--- config.mk ---
export PLATFORM = sky130hd
export DESIGN_NAME = mul_approx_trunc_pipe
export DESIGN_NICKNAME = d
export VERILOG_FILES = /design/src/rtl/mul_approx_pkg.sv /design/src/rtl/mul_trunc_core.sv /design/src/rtl/mul_approx_trunc_pipe.sv
export SDC_FILE = /design/constraint.sdc
export NUM_CORES = 1
export LEC_CHECK = 0
export ABC_AREA = 1
export BUFFER_PORTS_ARGS = -buffer_cell sky130_fd_sc_hd__buf_2
export CAP_MARGIN = 25
export CORE_MARGIN = 2
export CORE_UTILIZATION = 50
export DETAILED_ROUTE_END_ITERATION = 8
export HOLD_SLACK_MARGIN = 0.02
export MAX_ROUTING_LAYER = met4
export PLACE_DENSITY_LB_ADDON = 0.2
export REMOVE_ABC_BUFFERS = 1
export SYNTH_ARGS = -nofsm -noshare
export SYNTH_HDL_FRONTEND = slang
export SYNTH_SLANG_ARGS = --single-unit
--- constraint.sdc ---
create_clock -name clk -period 1.2 [get_ports clk]
set_input_delay 0.06 -clock clk [delete_from_list [all_inputs] [get_ports clk]]
set_output_delay 0.06 -clock clk [all_outputs]
set_load 0.02 [all_outputs]
--- src/rtl/mul_approx_pkg.sv ---
// Shared constants for the approximate truncated multiplier: mode encoding
// and default geometry.
package mul_approx_pkg;

    localparam logic MODE_EXACT  = 1'b0;
    localparam logic MODE_APPROX = 1'b1;

    localparam int DEFAULT_WIDTH  = 16;
    localparam int DEFAULT_CUT    = 24;
    localparam int DEFAULT_STAGES = 2;

endpackage

--- src/rtl/mul_trunc_core.sv ---
// Combinational partial-product multiplier. In approx mode every partial-product
// bit landing in a column below CUT is removed before reduction, so no carry is
// ever generated from those columns.
module mul_trunc_core
    import mul_approx_pkg::*;
#(
    parameter int WIDTH = DEFAULT_WIDTH,
    parameter int CUT   = DEFAULT_CUT
) (
    input  logic [WIDTH-1:0]   a,
    input  logic [WIDTH-1:0]   b,
    input  logic               mode,
    output logic [2*WIDTH-1:0] product
);

    localparam int PW = 2 * WIDTH;
    localparam logic [PW-1:0] KEEP_MASK = {PW{1'b1}} << CUT;

    logic [PW-1:0] col_mask;
    logic [PW-1:0] row [WIDTH];

    assign col_mask = (mode == MODE_APPROX) ? KEEP_MASK : {PW{1'b1}};

    // Row i holds A[i]&B[j] at column i+j; masking the shifted row drops
    // exactly the partial-product bits whose column is below CUT.
    generate
        for (genvar gi = 0; gi < WIDTH; gi++) begin : g_row
            assign row[gi] = ({{WIDTH{1'b0}}, b & {WIDTH{a[gi]}}} << gi) & col_mask;
        end
    endgenerate

    always_comb begin
        product = '0;
        for (int i = 0; i < WIDTH; i++) begin
            product = product + row[i];
        end
    end

endmodule

--- src/rtl/mul_approx_trunc_pipe.sv ---
// Valid/ready pipeline of STAGES registers around mul_trunc_core. The whole
// pipeline advances together and freezes while the output is held by downstream.
module mul_approx_trunc_pipe
    import mul_approx_pkg::*;
#(
    parameter int WIDTH  = DEFAULT_WIDTH,
    parameter int CUT    = DEFAULT_CUT,
    parameter int STAGES = DEFAULT_STAGES
) (
    input  logic               clk,
    input  logic               rst_n,
    input  logic               in_valid,
    output logic               in_ready,
    input  logic [WIDTH-1:0]   A,
    input  logic [WIDTH-1:0]   B,
    input  logic               mode,
    output logic               out_valid,
    input  logic               out_ready,
    output logic [2*WIDTH-1:0] O
);

    localparam int PW = 2 * WIDTH;

    logic              advance;
    logic [PW-1:0]     core_product;
    logic [STAGES-1:0] stage_valid_reg;
    logic [STAGES-1:0] stage_valid_next;
    logic [PW-1:0]     stage_data_reg  [STAGES];
    logic [PW-1:0]     stage_data_next [STAGES];

    // Mode is consumed by the core at acceptance, so it travels baked into the data.
    mul_trunc_core #(
        .WIDTH (WIDTH),
        .CUT   (CUT)
    ) u_core (
        .a       (A),
        .b       (B),
        .mode    (mode),
        .product (core_product)
    );

    assign advance  = out_ready | ~out_valid;
    assign in_ready = advance;

    generate
        for (genvar gi = 0; gi < STAGES; gi++) begin : g_stage
            if (gi == 0) begin : g_head
                assign stage_valid_next[gi] = in_valid;
                assign stage_data_next[gi]  = core_product;
            end else begin : g_body
                assign stage_valid_next[gi] = stage_valid_reg[gi-1];
                assign stage_data_next[gi]  = stage_data_reg[gi-1];
            end
        end
    endgenerate

    always_ff @(posedge clk or negedge rst_n) begin
        if (!rst_n) begin
            stage_valid_reg <= '0;
            for (int s = 0; s < STAGES; s++) begin
                stage_data_reg[s] <= '0;
            end
        end else if (advance) begin
            stage_valid_reg <= stage_valid_next;
            for (int s = 0; s < STAGES; s++) begin
                stage_data_reg[s] <= stage_data_next[s];
            end
        end
    end

    assign out_valid = stage_valid_reg[STAGES-1];
    assign O         = stage_data_reg[STAGES-1];

endmodule

After elaboration in Yosys (flattened, before gate mapping). Index checks and enable logic that the tools add are counted.

Mux-type cells: 1. $add $sub $neg: 15. Bitwise logic cells: 34.

Operator list (count): $add 32x32->32 (15); $and 16x16->16 (16); $and 16x32->32 (1); $and 17x32->32 (1); $and 18x32->32 (1); $and 19x32->32 (1); $and 20x32->32 (1); $and 21x32->32 (1); $and 22x32->32 (1); $and 23x32->32 (1); $and 24x32->32 (1); $and 25x32->32 (1); $and 26x32->32 (1); $and 27x32->32 (1); $and 28x32->32 (1); $and 29x32->32 (1); $and 30x32->32 (1); $and 31x32->32 (1); $mux 24 (1); $not 1->1 (1); $or 1x1->1 (1).

Logic and storage cells: 53. Input bits: 37. Bits in registers: 66. Output and inout bits: 34.

Logic depth before layout (Yosys ltp). Gate-level depths: netlist of run 1.

Word-level depth: 17. Mapped depth: 30. Mapped depth without buffers: 27.

Modules after synthesis. Synthesis of run 1 repeated with hierarchy kept, for this count alone.

Cell total of the unflattened synthesis: 1477. Area total of the unflattened synthesis: 11372.2 um2.

By module, submodules not included: mul_trunc_core (instances 1, cells each 1191, sequential area each 0.0 um2, area each 8780.9 um2); mul_approx_trunc_pipe (instances 1, cells each 286, sequential area each 1651.6 um2, area each 2591.2 um2).

Worst setup path before layout of run 1. OpenSTA, ideal clock, no wires.

Kind: input-to-reg. Start point: in mode. End point: reg stage_data_reg (netlist bit stage_data_next[30]). Required time: 1.082 ns. Setup time: 0.118 ns. Setup slack: -3.833 ns. Buffers on the path: 3. Stages: 26. Data arrival time: 4.915 ns. Path through: buf_2 -> inv_2 -> buf_4 -> nand2_1 -> inv_1 -> buf_2 -> nand2_1 -> fa_1 -> inv_1 -> fa_1 -> fa_1 -> fa_1 -> fa_1 -> inv_1 -> fa_1 -> inv_1 -> ha_1 -> nand2_2 -> nor2_4 -> nand2_2 -> nor2_2 -> nand2_1 -> nand3_1 -> nand2_1 -> nand3_1 -> nand2_1.

Word-level cells in the longest chain between the ends: 17. Elaborated cells between the ends (all ways): 32. Classes of those cells: add/sub: 15; mux: 1; bitwise: 16.

RTL lines: start: declaration (line mul_approx_trunc_pipe.sv:16) `input logic mode,`; $mux 24 (*) (line mul_trunc_core.sv:22) `assign col_mask = (mode == MODE_APPROX) ? KEEP_MASK : {PW{1'b1}};`; $and 16x32->32 / $and 17x32->32 (equally long branches) (line mul_trunc_core.sv:28) `assign row[gi] = ({{WIDTH{1'b0}}, b & {WIDTH{a[gi]}}} << gi) & col_mask;`; $add 32x32->32 (14 in a row) (line mul_trunc_core.sv:35) `product = product + row[i];`; $add 32x32->32 (*) (line mul_trunc_core.sv:35); end signal: indexed assignment (line mul_approx_trunc_pipe.sv:66) `stage_data_reg[s] <= stage_data_next[s];`; end: declaration (line mul_approx_trunc_pipe.sv:28) `logic [PW-1:0] stage_data_reg [STAGES];`.

Every way passes the cells marked *; elsewhere a longest branch is shown, timed or not. A chain may end at the register's enable or synchronous reset.

Worst setup path after layout of run 1.
Start point: in mode. End point: reg stage_data_reg (netlist bit stage_data_next[24]).

The elaborated chain is that of the path after synthesis.

==> run summary, run 1 <==
launching point of the worst reg2reg path: stage_valid_reg[1]
Setup violations, final: 31
final hold violation count: 0
Detail Placement HPWL: 25700 um
CTS Sinks: 66
first-pass GRT wire length: 52900 um
vias: 10100
Site Rows: 54
Port-buffer cells: 70
Hold Slack: 0.153 ns
Multi-input gate area: 9600 um2
Crit. Startpoint: mode
fin crit share: 399%
worst-margin pin slew: 0.323 ns
TritonCTS clock tree: done
max cap viols: 0
area growth from synthesis to layout: 38.6%
Design Power: 37800 uW
Final ANT Viol Nets: 0
Max Buffers Root-to-Sink: 2
largest net degree at the start of global routing: 47
Critical Path RT: 1.42 ns
r2r setup slk: 0.03 ns
DRC Markers: 0
crit path DAT: 5.00 ns
Starting Density: 51.1%
worst slack, placed: -4.26 ns
Post-synth top flop: dfrtp_1
Vias/cell: 5.07
Min Clock Period, post-route: 4.79 ns
Syn. warnings: 0
Critical Path Sink Type: register
Starting DRT DRC Count: 649
die area: 23600 um2
worst setup margin: -3.59 ns
Slew HR: 78.4%
pwr dens: 2440 nW/um2
Lkg Pwr: 0.00822 uW
Tot GR Track Use: 29.3%
CTS Buf Count: 9
leading area contributor after synthesis: fa_1
mean post-synth cell area: 7.71 um2
fin area: 15500 um2
RSZ-0062 raised after global routing: true
commonest cells in the netlist: nand2_1 (473), inv_1 (316), fa_1 (198)
Setup Skew: 0.00474 ns
Slew Viols, Final: 0
die width: 154 um
n_diodes: 0
final core occ: 70.9%
total wire length: 33800 um
EDFF count, synth: 0
area post-placement: 13000 um2
core outline area: 21900 um2
Synth top area share: 35.4%
Syn Inst Count: 1452
ratio of cells with drive above 1 in the final layout: 34.9%
most instantiated library cell after synthesis: nand2_1
Synth async-reset ratio: 100%
CTS H-tree depth: 3
Worst-path clk slew: 0.05 ns
routability cong.: 0.977
CTS Root Cell: clkbuf_16
Skew-Pair Late Insertion Delay: 0.33 ns
Post-Syn Area: 11200 um2
startpoint types: primary input
Reg2Reg Depth: 7
filler instances: 1715
FMAX: 209 MHz
initial antenna violation count: 0
Die Span Y: 154 um
Avg WL per Cell: 16.9 um
worst min path class: primary input to async pin
status: complete, but fails checks
Worst VDD drop: 0.00239 V
gr ovfl total: 0
Nets: 2041
DRT Pass-1 Iters: 6
vias in the first global route: 10400
Yosys reg bits: 66
Unique masters post-synth: 30
Setup CP Type: primary input to register
Boundary Pins: 71
Synth area leaders: fa_1 (35%), nand2_1 (16%), dfrtp_1 (15%)
register area: 1650 um2
critical path peak fanout: 5
reg2reg end: stage_data_next[15]
sequential-to-total area share from yosys stat: 14.8%
failing checks: negative setup slack
## timing repair
item | 4_1_cts | 5_1_grt
endpoints found under the hold margin | 67 | 0
pin swaps | 67 | 88
setup endpoints to repair | 32 | 60
resized for setup | 280 | 182
buffers inserted | 24 | 14
hold buffers | 2 | 0
cloned | 4 | 1
## cell usage in the layout (no fill, tap or decap), drive strengths merged, types with 2 or more instances in the layout
master and count:
nand2 488, inv 318, buf 276, fa 198, nor2 142, ha 95, dfrtp 66, nand3 45
clkbuf 13, a21oi 13, nor3 11, o21ai 11, clkinv 11, nand4 6, xnor2 5, nand3b 4
a31oi 2, or2 2, dlygate4sd3 2
## through the flow
stage / std cells / setup TNS [ns]
after detailed placement: 1935 / -109.43
after CTS: 1978 / -87.78
after global routing: 1993 / -93.57
after global placement: 1935 / -107.89
final: 1993 / -89.40
after floorplan: 1418 / -158.82
## area by class of cell
type / instances / share of cell area [%]
clock buffer: 10 / 1.54
clock inverter: 3 / 0.121
inverter: 326 / 8.30
multi-input combinational: 1026 / 61.9
sequential: 66 / 10.6
tap: 280 / 2.26
timing repair buffer: 281 / 15.2
timing repair inverter: 1 / 0.0726
## report_power, final
part / switching, uW / internal, uW / leakage (uW) / total (uW)
Clock: 946 / 1410 / 0.000130 / 2360
Combinational: 17500 / 14200 / 0.00728 / 31700
Sequential: 508 / 3240 / 0.000809 / 3750
Total: 18900 / 18900 / 0.00822 / 37800
## layer usage
layer	vias up	part of all wire [%]	global-route usage, %
met3	50	6.5	5.86
li1	4747	-	-
met4	0	2.1	6.51
met1	5037	41	38.6
met2	269	50	47.3
met5	-	0	-
## how the worst max path moves through the flow
stage	slack, ns	cells after the start	end
finish	-3.59	26	stage_data_next[24]
global route	-3.73	26	stage_data_next[28]
floorplan	-3.73	24	stage_data_next[26]
global placement	-4.17	26	stage_data_next[28]
CTS	-3.48	26	stage_data_next[30]
detailed placement	-4.26	23	stage_data_next[23]
## worst max-delay path: stages
cell and delay (ns):
buf_16 0.13, buf_16 0.15, nor2_4 0.15, buf_6 0.14
clkinvlp_4 0.15, buf_6 0.17, nor2_4 0.10, fa_1 0.40
inv_1 0.08, fa_1 0.41, inv_1 0.08, fa_1 0.43
fa_2 0.59, fa_2 0.48, ha_4 0.24, ha_4 0.28
buf_6 0.12, nand2_8 0.08, nor2_4 0.21, nand3_2 0.13
nand3_4 0.11, nand2_2 0.08, nand2_1 0.06, nand2_1 0.04
nand3_1 0.07, nand2_1 0.05
## cell families (layout without fill, tap and decap cells)
family | Yosys count | after routing | synth area share [%]
flops | 66 | 66 | 14.8
fa+ha+maj | 293 | 293 | 46.0
xor+xnor | 6 | 6 | 0.469
simple gates | 699 | 699 | 25.2
buf+inv | 360 | 621 | 12.2
compound gates | 28 | 28 | 1.32
(Power assumes the default switching activity.)
==> run 2, diff against run 1 <==
BUFFER_PORTS_ARGS = not set   (was -buffer_cell sky130_fd_sc_hd__buf_2)
DONT_BUFFER_PORTS = 1   (was not set)
RECOVER_POWER = 50   (was not set)
==> run 2 against run 1 <==
Compared with the run above: the run ends with negative hold slack, negative setup slack left; power is 8.6% lower; register-to-register slack lost 0.07 ns; non-clock buffer count down 122; sequential power up 19%; clock power grew 33%; first-iteration DRC count is 5.9% lower; design area fell by 8.3%.
==> run summary, run 2 (synthesized netlist as in run 1, its figures left out) <==
fin area: 14200 um2 (-8.3%)
CP max stage cell: fa_2
Finished Layout Cells: 1875 (-5.9%)
worst setup margin: -3.37 ns (+0.214 ns)
pwr dens: 2430 nW/um2 (-0.35%)
CTS Sinks: 66 (unchanged)
Nets: 1919 (-6.0%)
Int Power: 17600 uW (-7.0%)
max cap viols: 0 (unchanged)
Boundary Pins: 71 (unchanged)
Setup violations, final: 31 (unchanged)
Final ANT Viol Nets: 0 (unchanged)
Slew Viols, Final: 0 (unchanged)
Starting Density: 51.1% (unchanged)
fin crit share: 381% (-18 points)
final hold violation count: 66 (+66)
CP delay by family, top: adder cells
CTS Root Cell: clkbuf_16
Sw Share: 49.1% (-0.90 points)
commonest non-fill, non-tap cell in the layout: nand2_1
DRC Markers: 0 (unchanged)
Starting DRT DRC Count: 611 (-5.9%)
status: complete, but fails checks
Placed Cells: 1831 (-5.4%)
Vias/cell: 5.05 (-0.32%)
Logic pwr share: 78.0% (-5.9 points)
Tot GR Track Use: 27.7% (-1.6 points)
Min Clock Period, post-route: 4.57 ns (-0.214 ns)
CTS H-tree depth: 3 (unchanged)
r2r setup slk: -0.04 ns (-0.07 ns)
Worst-path clk slew: 0.07 ns (+0.02 ns)
final core occ: 65.0% (-5.9 points)
Critical Path Sink Type: register
Worst Path Buf+Inv: 10 (+2)
Site Rows: 54 (unchanged)
DRT Pass-1 Iters: 5 (-1)
Slew HR: 76.9% (-1.6 points)
total net switching power: 17000 uW (-10%)
Design Power: 34600 uW (-8.6%)
Worst VDD drop: 0.00253 V (+5.8%)
startpoint types: primary input
die area: 23600 um2 (unchanged)
Die Span Y: 154 um (unchanged)
failing checks: negative hold slack, negative setup slack
Detail Placement HPWL: 25100 um (-2.2%)
Avg WL per Cell: 16.5 um (-2.6%)
most frequent CP cell: fa_1
worst min path class: primary input to async pin
filler instances: 1937 (+13%)
die width: 154 um (unchanged)
FMAX: 219 MHz (+4.7%)
TritonCTS clock tree: done
Skew-Pair Late Insertion Delay: 0.34 ns (about the same)
vias in the first global route: 9599 (-7.6%)
largest net degree at the start of global routing: 67 (+43%)
Port-buffer cells: 0 (-100%)
hold_buf cts: 1 (-1)
area post-placement: 12500 um2 (-4.5%)
clock network power share: 9.1% (+2.9 points)
area growth from synthesis to layout: 27.1%
launching point of the worst reg2reg path: stage_valid_reg[1]
CTS Buf Count: 9 (unchanged)
Hold Slack: -0.585 ns (-0.738 ns)
Critical Path Max Stage Delay: 0.56 ns (-0.03 ns)
ratio of cells with drive above 1 in the final layout: 24.9% (-9.9 points)
Lkg Pwr: 0.00764 uW (-7.1%)
crit path DAT: 4.82 ns (-0.18 ns)
vias: 9474 (-6.2%)
critical path peak fanout: 20 (+15)
commonest non-fill, non-tap cells in the layout: nand2_1 (404), inv_1 (292), fa_1 (185)
Setup CP Type: primary input to register
reg2reg end: stage_data_next[23]
initial antenna violation count: 1 (+1)
gr ovfl total: 0 (unchanged)
Max Buffers Root-to-Sink: 2 (unchanged)
Setup Skew: 0.0116 ns (+0.00681 ns)
RSZ-0062 raised after global routing: true
total wire length: 30900 um (-8.4%)
worst-margin pin slew: 0.344 ns (+0.0210 ns)
power share of the sequential group: 12.9% (+3.0 points)
Critical Path RT: 1.45 ns (+0.03 ns)
Reg2Reg Depth: 7 (unchanged)
first-pass GRT wire length: 49700 um (-6.2%)
core outline area: 21900 um2 (unchanged)
routability cong.: 0.951 (-2.7%)
## run 2: cell types whose count changed in the layout (fill, tap and decap cells not counted), sizes merged
cell	before	now
clkinv	11	8
dlygate4sd3	2	1
diode	0	1
buf	276	155
inv	318	321
bufinv	0	3
## run 2: worst max-delay path by stage
stage                                endpoint  start  depth (start not counted)
after floorplan           stage_data_next[26]   mode                         24
after global placement    stage_data_next[29]   mode                         23
after detailed placement  stage_data_next[23]   mode                         23
after CTS                 stage_data_next[29]   mode                         25
after global routing      stage_data_next[19]   mode                         25
final                     stage_data_next[19]   mode                         25
## run 2: power by group through the flow
stage / Sequential (uW) / Clock [uW] / Combinational (uW)
detailed placement: 4450 / 0 / 19700
CTS: 4430 / 3170 / 24500
global placement: 4440 / 0 / 19500
floorplan: 4250 / 0 / 13000
global route: 4590 / 3280 / 29800
finish: 4470 / 3130 / 27000
## run 2: through the flow
step | worst slack (ns) | TNS (ns)
4_1_cts | -3.32 | -83.31
3_3_place_gp | -3.97 | -100.70
6_report | -3.37 | -83.71
2_1_floorplan | -3.73 | -158.82
5_1_grt | -3.51 | -88.31
3_5_place_dp | -4.03 | -102.28
## run 2: worst reg2reg max path, cell delays in order, from the launching register on
cell     delay (ns)
dfrtp_1        0.35
inv_2          0.05
nor2_4         0.14
inv_4          0.07
buf_6          0.13
buf_4          0.19
nand3_1        0.13
nand2_1        0.06
## run 2: cell type report
cell class              instances  area (um2)  area share [%]
multi-input cells            1026        9170            64.4
flip-flops and latches         66        1650            11.6
repair buffers                159        1450            10.2
clock inverters                 6         111           0.782
repair inverters                1        8.76          0.0615
well taps                     280         350            2.46
inverters                     326        1260            8.83
diodes                          1        2.50          0.0176
clock buffers                  10         239            1.68
## run 2: timing repair
item,in CTS,in global routing
cloned,2,4
gates resized for setup,166,125
buffers inserted,14,7
hold endpoints to repair,67,66
pin swaps,51,59
setup endpoints to repair,31,66
## run 2: layer usage
layer	wire length [um]	global-route usage [%]	vias up	part of all wire, %
li1	-	-	4498	-
met1	13200	37.4	4656	43
met2	15100	43.7	268	49
met3	1790	4.43	52	5.8
met4	778	7.47	0	2.5
met5	0	-	-	0
==> run 3, diff against run 2 <==
CORE_UTILIZATION = 60   (was 50)
clock period = 3.85 ns   (was 1.2 ns; I/O delays follow)
==> run 3 against run 2 <==
Compared with the run above: the flow finishes with violations (max-capacitance violations, max-slew violations, negative setup slack); largest power group unchanged; core utilization up 11 points; sequential cell count is the same; largest cell class unchanged; global-route usage is 5.6 points higher.
==> run summary, run 3 (synthesized netlist as in run 1, its figures left out) <==
Setup Skew: 0.00338 ns (-0.00817 ns)
Lkg Pwr: 0.00745 uW (-2.4%)
Avg WL per Cell: 17.2 um (+4.1%)
DRT Pass-1 Iters: 5 (unchanged)
Worst Path Buf+Inv: 6 (-4)
Critical Path RT: 4.07 ns (+2.62 ns)
core outline area: 18100 um2 (-17%)
worst slack, placed: -1.47 ns (+2.56 ns)
critical path peak fanout: 20 (unchanged)
Multi-input gate area: 9160 um2 (-0.14%)
Critical Path Max Stage Delay: 0.58 ns (+0.02 ns)
Tot GR Track Use: 33.3% (+5.6 points)
Worst VDD drop: 0.000856 V (-66%)
Detail Placement HPWL: 24300 um (-3.1%)
Skew-Pair Late Insertion Delay: 0.33 ns (about the same)
CP delay by family, top: adder cells
DRC Markers: 0 (unchanged)
most frequent CP cell: fa_1
Boundary Pins: 71 (unchanged)
worst setup margin: -0.934 ns (+2.44 ns)
CTS Sinks: 66 (unchanged)
commonest non-fill, non-tap cell in the layout: nand2_1
Setup violations, final: 24 (-23%)
startpoint types: primary input
Vias/cell: 5.30 (+4.8%)
pwr dens: 762 nW/um2 (-69%)
Setup CP Type: primary input to register
TritonCTS clock tree: done
Critical Path Sink Type: register
die area: 19800 um2 (-16%)
filler instances: 1327 (-31%)
status: complete, but fails checks
FMAX: 209 MHz
routability cong.: 0.959 (+0.86%)
first-pass GRT wire length: 49600 um (-0.20%)
Design Power: 10600 uW (-69%)
gr ovfl total: 0 (unchanged)
RSZ-0062 raised after global routing: true
Worst-path clk slew: 0.06 ns (about the same)
Die Span Y: 141 um (-8.5%)
Nets: 1905 (-0.73%)
worst-margin pin slew: 2.91 ns (+2.57 ns)
Finished Layout Cells: 1810 (-3.5%)
CTS Root Cell: clkbuf_16
max cap viols: 1 (+1)
Min Clock Period, post-route: 4.78 ns
register area: 1650 um2 (unchanged)
failing checks: max-capacitance violations, max-slew violations, negative setup slack
die width: 141 um (-8.5%)
Starting Density: 61.7% (+11 points)
total wire length: 31100 um (+0.46%)
setup tns final: -17.49 ns (+66.21 ns)
CTS H-tree depth: 3 (unchanged)
CTS Buf Count: 9 (unchanged)
Port-buffer cells: 0 (unchanged)
area growth from synthesis to layout: 23.9%
Placed Cells: 1767 (-3.5%)
fin crit share: 124%
final hold violation count: 0 (-100%)
largest net degree at the start of global routing: 69 (+3.0%)
vias in the first global route: 10100 (+4.9%)
Slew Viols, Final: 67 (+67)
CP max stage cell: fa_1
crit path DAT: 5.01 ns (+0.19 ns)
Starting DRT DRC Count: 607 (-0.65%)
commonest non-fill, non-tap cells in the layout: nand2_1 (422), inv_1 (292), fa_1 (175)
vias: 9586 (+1.2%)
initial antenna violation count: 1 (unchanged)
Site Rows: 49 (-9.3%)
Final ANT Viol Nets: 0 (unchanged)
Slew HR: -94.0% (-170 points)
ratio of cells with drive above 1 in the final layout: 23.9% (-1.0 points)
Max Buffers Root-to-Sink: 2 (unchanged)
critical path, cell by cell: inv_16 > buf_12 > nand2_8 > buf_6 > nor2_2 > fa_1 > fa_1 > fa_1 > fa_1 > fa_1 > inv_2 > fa_1 > inv_2 > ha_4 > buf_4 > nand2_4 > nor2_4 > nand2_1 > nand3b_1 > nand3_1 > nand2_1 > nand3_1 > nand2_1
worst min path class: primary input to register
[run 3: power breakdown]
part | switching [uW] | internal (uW)
clock | 309 | 452
sequential | 368 | 1010
combinational | 4580 | 3860
total | 5260 | 5320
[run 3: path summary, 6_finish.rpt]
check                                            to               start  cells after the start  slack, ns
worst max-delay path            stage_data_next[27]                mode                     23      -0.93
worst min-delay path                           O[2]           out_ready                      4       0.23
worst max register to register  stage_data_next[15]  stage_valid_reg[1]                      6       2.30
worst min register to register   stage_valid_reg[1]  stage_valid_reg[0]                      2       0.45
max in group asynchronous                      O[6]               rst_n                      2       0.73
min in group asynchronous       stage_data_next[31]               rst_n                      2       1.44
[run 3: what timing repair did]
item,in CTS,in global routing
hold buffers,3,0
hold endpoints to repair,67,0
resized for setup,166,112
gates cloned,2,0
pin swaps,67,68
setup buffers,13,9
endpoints found under the setup margin,24,24
[run 3: final cells by class]
| class | instances | area share [%] |
|---|---|---|
| Sequential cell | 66 | 11.9 |
| Clock buffer | 10 | 1.72 |
| Timing Repair Buffer | 145 | 8.82 |
| Timing Repair inverter | 1 | 0.0631 |
| Clock inverter | 6 | 0.298 |
| Multi-Input combinational cell | 1026 | 66.0 |
| Antenna cell | 1 | 0.0180 |
| Inverter | 326 | 9.11 |
| Tap cell | 229 | 2.07 |
[run 3: routing by layer]
layer  up-vias  track usage [%]  wire length, um
met1      4668             41.4            12000
met4         0             12.4             1170
met3        80             7.54             2510
met5         -                -                0
li1       4480                -                -
met2       358             53.8            15400
[run 3: worst reg2reg max path: stages, from the launching register on]
cell     delay [ns]
dfrtp_1        0.45
inv_1          0.10
nor2_4         0.10
buf_4          0.53
a21oi_2        0.10
o21ai_1        0.11
nand2_1        0.06
[run 3: through the flow]
step | area (um2) | hold WS (ns) | utilization (%)
2_1_floorplan | 11000 | -0.103 | -
3_3_place_gp | 12200 | -0.102 | 67.5
3_5_place_dp | 12300 | -0.102 | 67.6
4_1_cts | 13400 | 0.219 | 73.8
5_1_grt | 13900 | 0.250 | 76.4
6_report | 13900 | 0.232 | 76.4
